<file path="src/rtl/wb_arbiter.sv">
// Write-back arbiter in front of the register file's single write port.
// Merges the in-order pipeline write-back with long-latency results held in a
// small FIFO, keeps a pending-register bitmap for the hazard logic, and raises
// stall_req when the FIFO has been blocked by the pipeline for too long.
//
// Long-latency handshake: an entry {lu_wa, lu_wd} is transferred on every
// rising edge where lu_valid && lu_ready. lu_ready depends only on FIFO
// occupancy (and reset), never on lu_valid. The producer must hold
// lu_valid/lu_wa/lu_wd stable until the transfer happens.
module wb_arbiter #(
  parameter int WIDTH      = 32,
  parameter int DEPTH      = 2,
  parameter int STARVE_MAX = 4
) (
  input  logic             clk,
  input  logic             rst,
  input  logic             pipe_we,
  input  logic [4:0]       pipe_wa,
  input  logic [WIDTH-1:0] pipe_wd,
  input  logic             lu_valid,
  output logic             lu_ready,
  input  logic [4:0]       lu_wa,
  input  logic [WIDTH-1:0] lu_wd,
  input  logic             iss_valid,
  input  logic [4:0]       iss_wa,
  output logic [31:0]      pend,
  output logic             stall_req,
  output logic             rf_we,
  output logic [4:0]       rf_wa,
  output logic [WIDTH-1:0] rf_wd
);

  localparam int AW = (DEPTH > 1) ? $clog2(DEPTH) : 1;
  localparam int SW = $clog2(STARVE_MAX + 1);
  localparam logic [AW:0]   DEPTH_C  = (AW + 1)'(DEPTH);
  localparam logic [SW-1:0] STARVE_C = SW'(STARVE_MAX);

  // Which source owns the write port this cycle.
  typedef enum logic [1:0] {
    SEL_IDLE = 2'd0,
    SEL_PIPE = 2'd1,
    SEL_FIFO = 2'd2
  } sel_t;

  sel_t             sel;
  logic [4:0]       fifo_wa [DEPTH];
  logic [WIDTH-1:0] fifo_wd [DEPTH];
  logic [AW-1:0]    rd_ptr;
  logic [AW-1:0]    wr_ptr;
  logic [AW:0]      count;
  logic [SW-1:0]    starve_cnt;
  logic [SW-1:0]    starve_next;
  logic [31:0]      pend_next;
  logic             fifo_ne;
  logic             push;
  logic             pop;
  logic [4:0]       head_wa;
  logic [WIDTH-1:0] head_wd;

  assign lu_ready = !rst && (count < DEPTH_C);
  assign push     = lu_valid && lu_ready;
  assign fifo_ne  = (count != '0);
  assign head_wa  = fifo_wa[rd_ptr];
  assign head_wd  = fifo_wd[rd_ptr];
  assign pop      = (sel == SEL_FIFO);

  // Arbitration: a starved FIFO first, then a real pipeline write, then the FIFO.
  always_comb begin
    sel = SEL_IDLE;
    if (stall_req && fifo_ne) begin
      sel = SEL_FIFO;
    end else if (pipe_we && (pipe_wa != 5'd0)) begin
      sel = SEL_PIPE;
    end else if (fifo_ne) begin
      sel = SEL_FIFO;
    end
  end

  // FIFO storage; contents are don't-care until pushed, so no reset.
  always_ff @(posedge clk) begin
    if (push) begin
      fifo_wa[wr_ptr] <= lu_wa;
      fifo_wd[wr_ptr] <= lu_wd;
    end
  end

  // FIFO pointers and occupancy; pointers wrap naturally since DEPTH is 2^n.
  always_ff @(posedge clk) begin
    if (rst) begin
      rd_ptr <= '0;
      wr_ptr <= '0;
      count  <= '0;
    end else begin
      if (push) wr_ptr <= wr_ptr + AW'(1);
      if (pop)  rd_ptr <= rd_ptr + AW'(1);
      case ({push, pop})
        2'b10:   count <= count + (AW + 1)'(1);
        2'b01:   count <= count - (AW + 1)'(1);
        default: count <= count;
      endcase
    end
  end

  // Starvation count: grows while the pipeline blocks a non-empty FIFO.
  always_comb begin
    starve_next = starve_cnt;
    if (!fifo_ne || pop) begin
      starve_next = '0;
    end else if ((sel == SEL_PIPE) && (starve_cnt != STARVE_C)) begin
      starve_next = starve_cnt + SW'(1);
    end
  end

  // Starvation counter and the registered stall request derived from it.
  always_ff @(posedge clk) begin
    if (rst) begin
      starve_cnt <= '0;
      stall_req  <= 1'b0;
    end else begin
      starve_cnt <= starve_next;
      stall_req  <= (starve_next == STARVE_C);
    end
  end

  // Registered write port; address/data hold when nothing is written.
  always_ff @(posedge clk) begin
    if (rst) begin
      rf_we <= 1'b0;
      rf_wa <= 5'd0;
      rf_wd <= '0;
    end else begin
      case (sel)
        SEL_PIPE: begin
          rf_we <= 1'b1;
          rf_wa <= pipe_wa;
          rf_wd <= pipe_wd;
        end
        SEL_FIFO: begin
          rf_we <= (head_wa != 5'd0);
          rf_wa <= head_wa;
          rf_wd <= head_wd;
        end
        default: begin
          rf_we <= 1'b0;
        end
      endcase
    end
  end

  // Pending bitmap: clear on drain, set on issue (set wins), x0 never pending.
  always_comb begin
    pend_next = pend;
    if (pop) begin
      pend_next[head_wa] = 1'b0;
    end
    if (iss_valid && (iss_wa != 5'd0)) begin
      pend_next[iss_wa] = 1'b1;
    end
    pend_next[0] = 1'b0;
  end

  // Pending bitmap register.
  always_ff @(posedge clk) begin
    if (rst) begin
      pend <= '0;
    end else begin
      pend <= pend_next;
    end
  end

endmodule

</file>
<file path="config.mk">
export PLATFORM = sky130hd
export DESIGN_NAME = wb_arbiter
export DESIGN_NICKNAME = d
export VERILOG_FILES = /design/src/rtl/wb_arbiter.sv
export SDC_FILE = /design/constraint.sdc
export NUM_CORES = 1
export LEC_CHECK = 0
export BUFFER_PORTS_ARGS = -buffer_cell sky130_fd_sc_hd__buf_2
export CELL_PAD_IN_SITES_DETAIL_PLACEMENT = 2
export CELL_PAD_IN_SITES_GLOBAL_PLACEMENT = 2
export CORE_MARGIN = 1
export CORE_UTILIZATION = 31
export CTS_CLUSTER_DIAMETER = 60
export DETAILED_ROUTE_END_ITERATION = 10
export PLACE_DENSITY = 0.73
export SLEW_MARGIN = 10
export SYNTH_ARGS = -nofsm -noshare
export SYNTH_HDL_FRONTEND = slang
export SYNTH_SLANG_ARGS = --single-unit
</file>
<file path="constraint.sdc">
create_clock -name clk -period 2.7 [get_ports clk]
set_clock_uncertainty 0.1 [all_clocks]
set_input_delay 0.27 -clock clk [delete_from_list [all_inputs] [get_ports clk]]
set_output_delay 0.27 -clock clk [all_outputs]
set_load 0.03 [all_outputs]
</file>
Word level (Yosys, flattened, before mapping)
Memories as Yosys holds them, arrays and structs flattened. A register that Yosys moved wholly into a read port is not among the register bits.
Cells that the tools add are included.
- bits in registers: 78
- RAM bits: 74
- bits of input ports: 84
- ROM bits: 0
- latch bits: 0
- word-level logic and storage cells: 69
- memories: 2
- multiplexer cells: 21
- add/subtract/negate cells: 5
- multiply operators: 0
- div/mod/pow operators: 0
- reductions and logical operators: 17
- bitwise gates (word level): 3
- shifts and indexed selects: 0
- eq/ne operators: 6
- magnitude comparators: 5
- memories (memory ; words ; bits a word ; rd ports ; clocked after Yosys merged registers in ; wr ports ; line ; RTL):
    fifo_wd ; 2 ; 32 ; 1 ; 1 ; 1 ; 47 ; logic [WIDTH-1:0] fifo_wd [DEPTH];
    fifo_wa ; 2 ; 5 ; 1 ; 1 ; 1 ; 46 ; logic [4:0] fifo_wa [DEPTH];
- operators with widths (operator ; number):
    $mux W32 ; 2
    $pmux W32 S2 ; 1
    $and A32 B32 Y32 ; 1
    $not A32 Y32 ; 1
    $or A32 B32 Y32 ; 1
    $reduce_bool A5 Y1 ; 3
    $lt A5 B6 Y1 const B ; 2
    $demux W1 S5 ; 2
    $ge A5 B1 Y1 const B ; 2
    $pmux W5 S2 ; 1
    $logic_and A1 B1 Y1 ; 8
    $mux W1 ; 8
    $mux W2 ; 3
    $mux W3 ; 2
    $reduce_bool A2 Y1 ; 3
    $eq A2 B1 Y1 const B ; 2
    $eq A2 B2 Y1 const B ; 2
    $pmux W2 S2 ; 1
    $add A3 B1 Y3 const B ; 1
    $eq A3 B3 Y1 const B ; 1
    $ne A3 B3 Y1 const B ; 1
    $add A1 B1 Y1 const B ; 2
    $add A2 B1 Y2 const B ; 1
    $logic_not A1 Y1 ; 2
    other kinds (4) ; 4

Logic depth before layout (Yosys ltp)
- depth after elaboration: 9
- depth in mapped cells: 10

Worst setup path before layout
OpenSTA, ideal clock, no wires.
- kind: register to register
- start point: register count[1]
- end point: memory fifo_wa[0][0] (enable)
- path slack: -257 ps
- stages on the path, launching flop included: 3
- library setup time: 431 ps
- data arrival time: 2426 ps
- clock period less this slack: 2957 ps
- path buffers: 0
- data required time: 2169 ps
- cells stage by stage: dfxtp_1 or3b_2 nor2_1
- longest elaborated chain between the ends: 5
- ends and longest elaborated chain (what ; line ; RTL):
    start, declared ; 50 ; logic [AW:0] count;
    start signal, assigned ; 97 ; 2'b10: count <= count + (AW + 1)'(1);
    start signal, assigned ; 98 ; 2'b01: count <= count - (AW + 1)'(1);
    start signal, assigned ; 99 ; default: count <= count;
    $lt A2 B2 Y1 ; 60 ; assign lu_ready = !rst && (count < DEPTH_C);
    $logic_and A1 B1 Y1 ; 60 ;
    $logic_and A1 B1 Y1 ; 61 ; assign push = lu_valid && lu_ready;
    $mux W1 ; 81 ; if (push) begin
    $mux W1 (not written as such) ; 82 ; fifo_wa[wr_ptr] <= lu_wa;
    end, declared ; 46 ;
No other way between the ends.

Final worst setup path
- start point: register count[0]
- end point: register stall_req
- longest elaborated chain between the ends: 9
- ends and longest elaborated chain (what ; line ; RTL):
    $reduce_bool A2 Y1 (*) ; 62 ; assign fifo_ne = (count != '0);
    $mux W2 ; 74 ; end else if (fifo_ne) begin
    $mux W2 ; 72 ; end else if (pipe_we && (pipe_wa != 5'd0)) begin
    $mux W2 ; 70 ; if (stall_req && fifo_ne) begin
    $eq A2 B1 Y1 ; 109 ; end else if ((sel == SEL_PIPE) && (starve_cnt != STARVE_C)) begin
    $logic_and A1 B1 Y1 ; 109 ;
    $mux W3 ; 109 ;
    $mux W3 (*) ; 107 ; if (!fifo_ne || pop) begin
    $eq A3 B3 Y1 (*) ; 121 ; stall_req <= (starve_next == STARVE_C);
    end signal, assigned ; 121 ;
    end, declared ; 27 ; output logic stall_req,
Every way passes the cells marked *; elsewhere a longest branch is shown, timed or not.
A chain may end at the register's enable or synchronous reset.

==> flow_metrics.tcl <==
set metrics [dict create \
    drt_pass1_iterations 4 \
    grtUsageTotal_pct 20.0 \
    cts_tree "yes" \
    grt_overflow_total 0 \
    final_nets 797 \
    htreeDepth 4 \
    drc 0 \
    io_pins 156 \
    cpPeakStageDelay_ps 380 \
    syn_nets 611 \
    min_delay_path_depth 3 \
    post_cts_resized 0 \
    rsz0062_at_grt "no" \
    root_buffer "clkbuf_16" \
    cts_hold_buf 37 \
    synth_xor_area_share_pct 0.684 \
    cts_buffer_depth 2 \
    fillers 2082 \
    holdCritStartpoint "pipe_wa[4]" \
    wirelength_mm 20.8 \
    worst_slew_pin_slew_ps 593 \
    drv_slew 0 \
    period_share_pct 90.4 \
    synth_fa_ha_area_share_pct 0.977 \
    clkLatencyLatePin_ps 430 \
    leakage_nw 3.22 \
    coreArea_mm2 0.0202 \
    fmax_ghz 0.410 \
    hold_path.class "input port to register" \
    avgViaCountPerCell 5.18 \
    grt_first_pass_wirelength_mm 32.4 \
    p_per_area_mw_per_mm2 733 \
    synthTopCellsByCount "78 x dfxtp_1, 74 x edfxtp_1, 45 x nor2_1, 38 x mux2i_1, 37 x nand2_1" \
    synth-compound-area-share_pct 17.9 \
    synth-simple-area-share_pct 9.75 \
    reg2reg_depth 8 \
    route.detailed.wl_per_inst_um 20.9 \
    synth.avg_cell_area_um2 12.3 \
    clk_transition_reported_paths_ps 70 \
    synthMuxAreaShare_pct 7.64 \
    start_kind "register" \
    antenna_found_initial 6 \
    finalHoldViolCount 0 \
    syn_inst 522 \
    slew_headroom_pct 60.5 \
    vias 5155 \
    outcome "finished, final reports clean" \
    syn-cell-area_mm2 0.00640 \
    finalSetupTns_ps 0 \
    synth_top_family_by_area "compound AO/OA/AOI/OAI gates" \
    cp.arrival_ps 2690 \
    layout-drive-gt1-share_pct 36.9 \
    synthFlopType "dfxtp_1" \
    critPathMaxFanout 10 \
    start_util_pct 31.6 \
    yosys.area.top_type "edfxtp_1" \
    crit_chain "o21ai_0 > o211ai_2 > o21a_1 > ha_2 > buf_4 > o21bai_1 > nor4_2 > a21boi_0" \
    multi_input_area_mm2 0.00238 \
    die_h_um 146 \
    rows 52 \
    crit_type "register to register" \
    yosysWarnings 0 \
    place_hpwl_mm 13.8 \
    crit_path_top_delay_cell "dfxtp_1" \
    whs_endpoint "rf_wa[4]$_SDFFE_PP0P_" \
    grt_max_degree 67 \
    yosysSeqAreaShare_pct 59.1 \
    worst_ep_required_time_ps 2950 \
    cts_buffers 17 \
    portBuffers 154 \
    ir_worst_vdd_v 0.000478 \
    synthArstFlopShare_pct 0 \
    grt_pass1_vias 5715 \
    post_cts_buffers 0 \
    synth_edf_count 74 \
    setup_viol 0 \
    critPathCaptureType "register" \
    placed_cells_incl_taps 922 \
    rrSetupSlack_ps 260 \
    fin_crit_ps 2440 \
    cap_violations 0 \
    cts_sinks 152 \
    die_w_um 146 \
    ys_seq_elements 152 \
    antenna_left 0 \
    die_area_mm2 0.0212 \
    stdcell_count 996 \
    areaGrowthSynthToFinish_pct 32.7 \
    sequential_cell_area_mm2 0.00378 \
    synth.distinct_cells 52 \
    r2r-start "count[0]$_SDFFE_PP0P_" \
    rr_endpoint "stall_req$_SDFF_PP0_" \
    place.gp.congestion 0.752 \
    synth.most_common_cell "dfxtp_1" \
    synthTopCellsByArea "edfxtp_1 35%, dfxtp_1 24%, mux2i_1 5.9%" \
    drt_iter0_drc 181 \
    synth_top_area_share_pct 34.7 \
]
-- cells by family after synthesis --
group                      Yosys count
and+or+nand+nor                    118
muxes                               44
xor gates and xnor gates             5
other                                1
adders and majority gates            5
DFF                                152
AOI/OAI and AO/OA                  149
buffers and inverters               48
-- sequential cells by signal, summed over array words and instances (netlist names), named ones only --
signal	flops
rf_wd	32
count	2
starve_cnt	3
fifo_wa	10
stall_req	1
rf_wa	5
pend	31
rd_ptr	1
wr_ptr	1
rf_we	1
fifo_wd	64
-- per-stage QoR --
step,total power [mW],util [%],area (um2),hold slack [ps],worst slack [ps]
final,6.22,42.0,8490,47.9,258
after global routing,6.44,42.0,8490,67.9,93.3
after CTS,6.26,41.9,8480,39.3,265
after detailed placement,3.65,37.0,7480,362,6.08
after global placement,3.60,37.0,7480,359,150
after floorplan,3.30,-,6400,246,252
-- critical path: cells and delay by family, from the launching register on --
kind                       cells  cell delay, ps
AOI/OAI and AO/OA              5            1100
adders and majority gates      1             250
buffers and inverters          1             200
DFF                            1             380
and+or+nand+nor                1             320
-- layer usage --
metal | wire length, um | global-route usage [%] | share of wire (%)
met2 | 10500 | 34.5 | 51
met4 | 490 | 8.79 | 2.4
met1 | 8900 | 23.7 | 43
met3 | 863 | 4.55 | 4.2
met5 | 13 | 0 | 0.063
-- area by class of cell --
class | count | share of cell area, %
flip-flops and latches | 152 | 44.6
multi-input cells | 322 | 28.0
repair buffers | 210 | 15.7
clock buffers | 17 | 5.01
well taps | 270 | 3.98
clock inverters | 15 | 2.39
inverters | 5 | 0.221
diodes | 5 | 0.147
-- worst max-delay path by stage --
stage | depth (start not counted) | slack [ps] | to | from
after floorplan | 9 | 250 | rf_wd[10]$_SDFFE_PP0P_ | pipe_wa[0]
final | 8 | 260 | stall_req$_SDFF_PP0_ | count[0]$_SDFFE_PP0P_
after global placement | 9 | 150 | rf_wa[0]$_SDFFE_PP0P_ | pipe_wa[0]
after CTS | 8 | 260 | stall_req$_SDFF_PP0_ | count[0]$_SDFFE_PP0P_
after detailed placement | 9 | 6 | rf_wd[27]$_SDFFE_PP0P_ | pipe_wa[0]
after global routing | 8 | 90 | stall_req$_SDFF_PP0_ | count[0]$_SDFFE_PP0P_
-- report_power, final --
part / leakage, nW / total, mW / switching, mW / internal (mW)
logic: 1.59 / 0.990 / 0.623 / 0.367
clock network: 0.311 / 2.57 / 1.07 / 1.50
registers: 1.32 / 2.66 / 0.0929 / 2.57
-- cells in the final DEF (no fill, tap or decap), types with 2 or more instances in the layout --
| cell type | synthesis | routed |
|---|---|---|
| nor3_1 | 2 | 2 |
| edfxtp_1 | 74 | 74 |
| bufinv_16 | 0 | 3 |
| o21bai_1 | 2 | 2 |
| inv_8 | 0 | 5 |
| buf_4 | 4 | 15 |
| mux2_4 | 2 | 2 |
| ha_1 | 5 | 4 |
| dfxtp_1 | 78 | 77 |
| nand4b_1 | 3 | 3 |
| o21ai_0 | 3 | 3 |
| mux2i_4 | 3 | 3 |
| a21boi_0 | 2 | 2 |
| buf_2 | 9 | 154 |
| nor2_1 | 45 | 44 |
| diode_2 | 0 | 5 |
| and4b_1 | 4 | 4 |
| clkbuf_16 | 0 | 17 |
| nor2b_1 | 2 | 2 |
| inv_1 | 5 | 5 |
| a211oi_1 | 34 | 34 |
| buf_12 | 0 | 4 |
| xnor2_1 | 3 | 3 |
| mux2i_1 | 38 | 38 |
| nor3_2 | 7 | 7 |
| dlygate4sd3_1 | 0 | 37 |
| a2111oi_2 | 3 | 3 |
| a311oi_1 | 28 | 28 |
| a21oi_1 | 30 | 30 |
| inv_6 | 0 | 5 |
| a31o_2 | 34 | 34 |
| nand2_1 | 37 | 37 |
| and4bb_2 | 3 | 3 |
| xor2_1 | 2 | 2 |
| o21a_1 | 3 | 3 |
| nand4bb_1 | 2 | 2 |
| o22ai_1 | 3 | 3 |
| o2bb2ai_1 | 3 | 3 |
| o211ai_1 | 2 | 2 |
(Power assumes the default switching activity.)
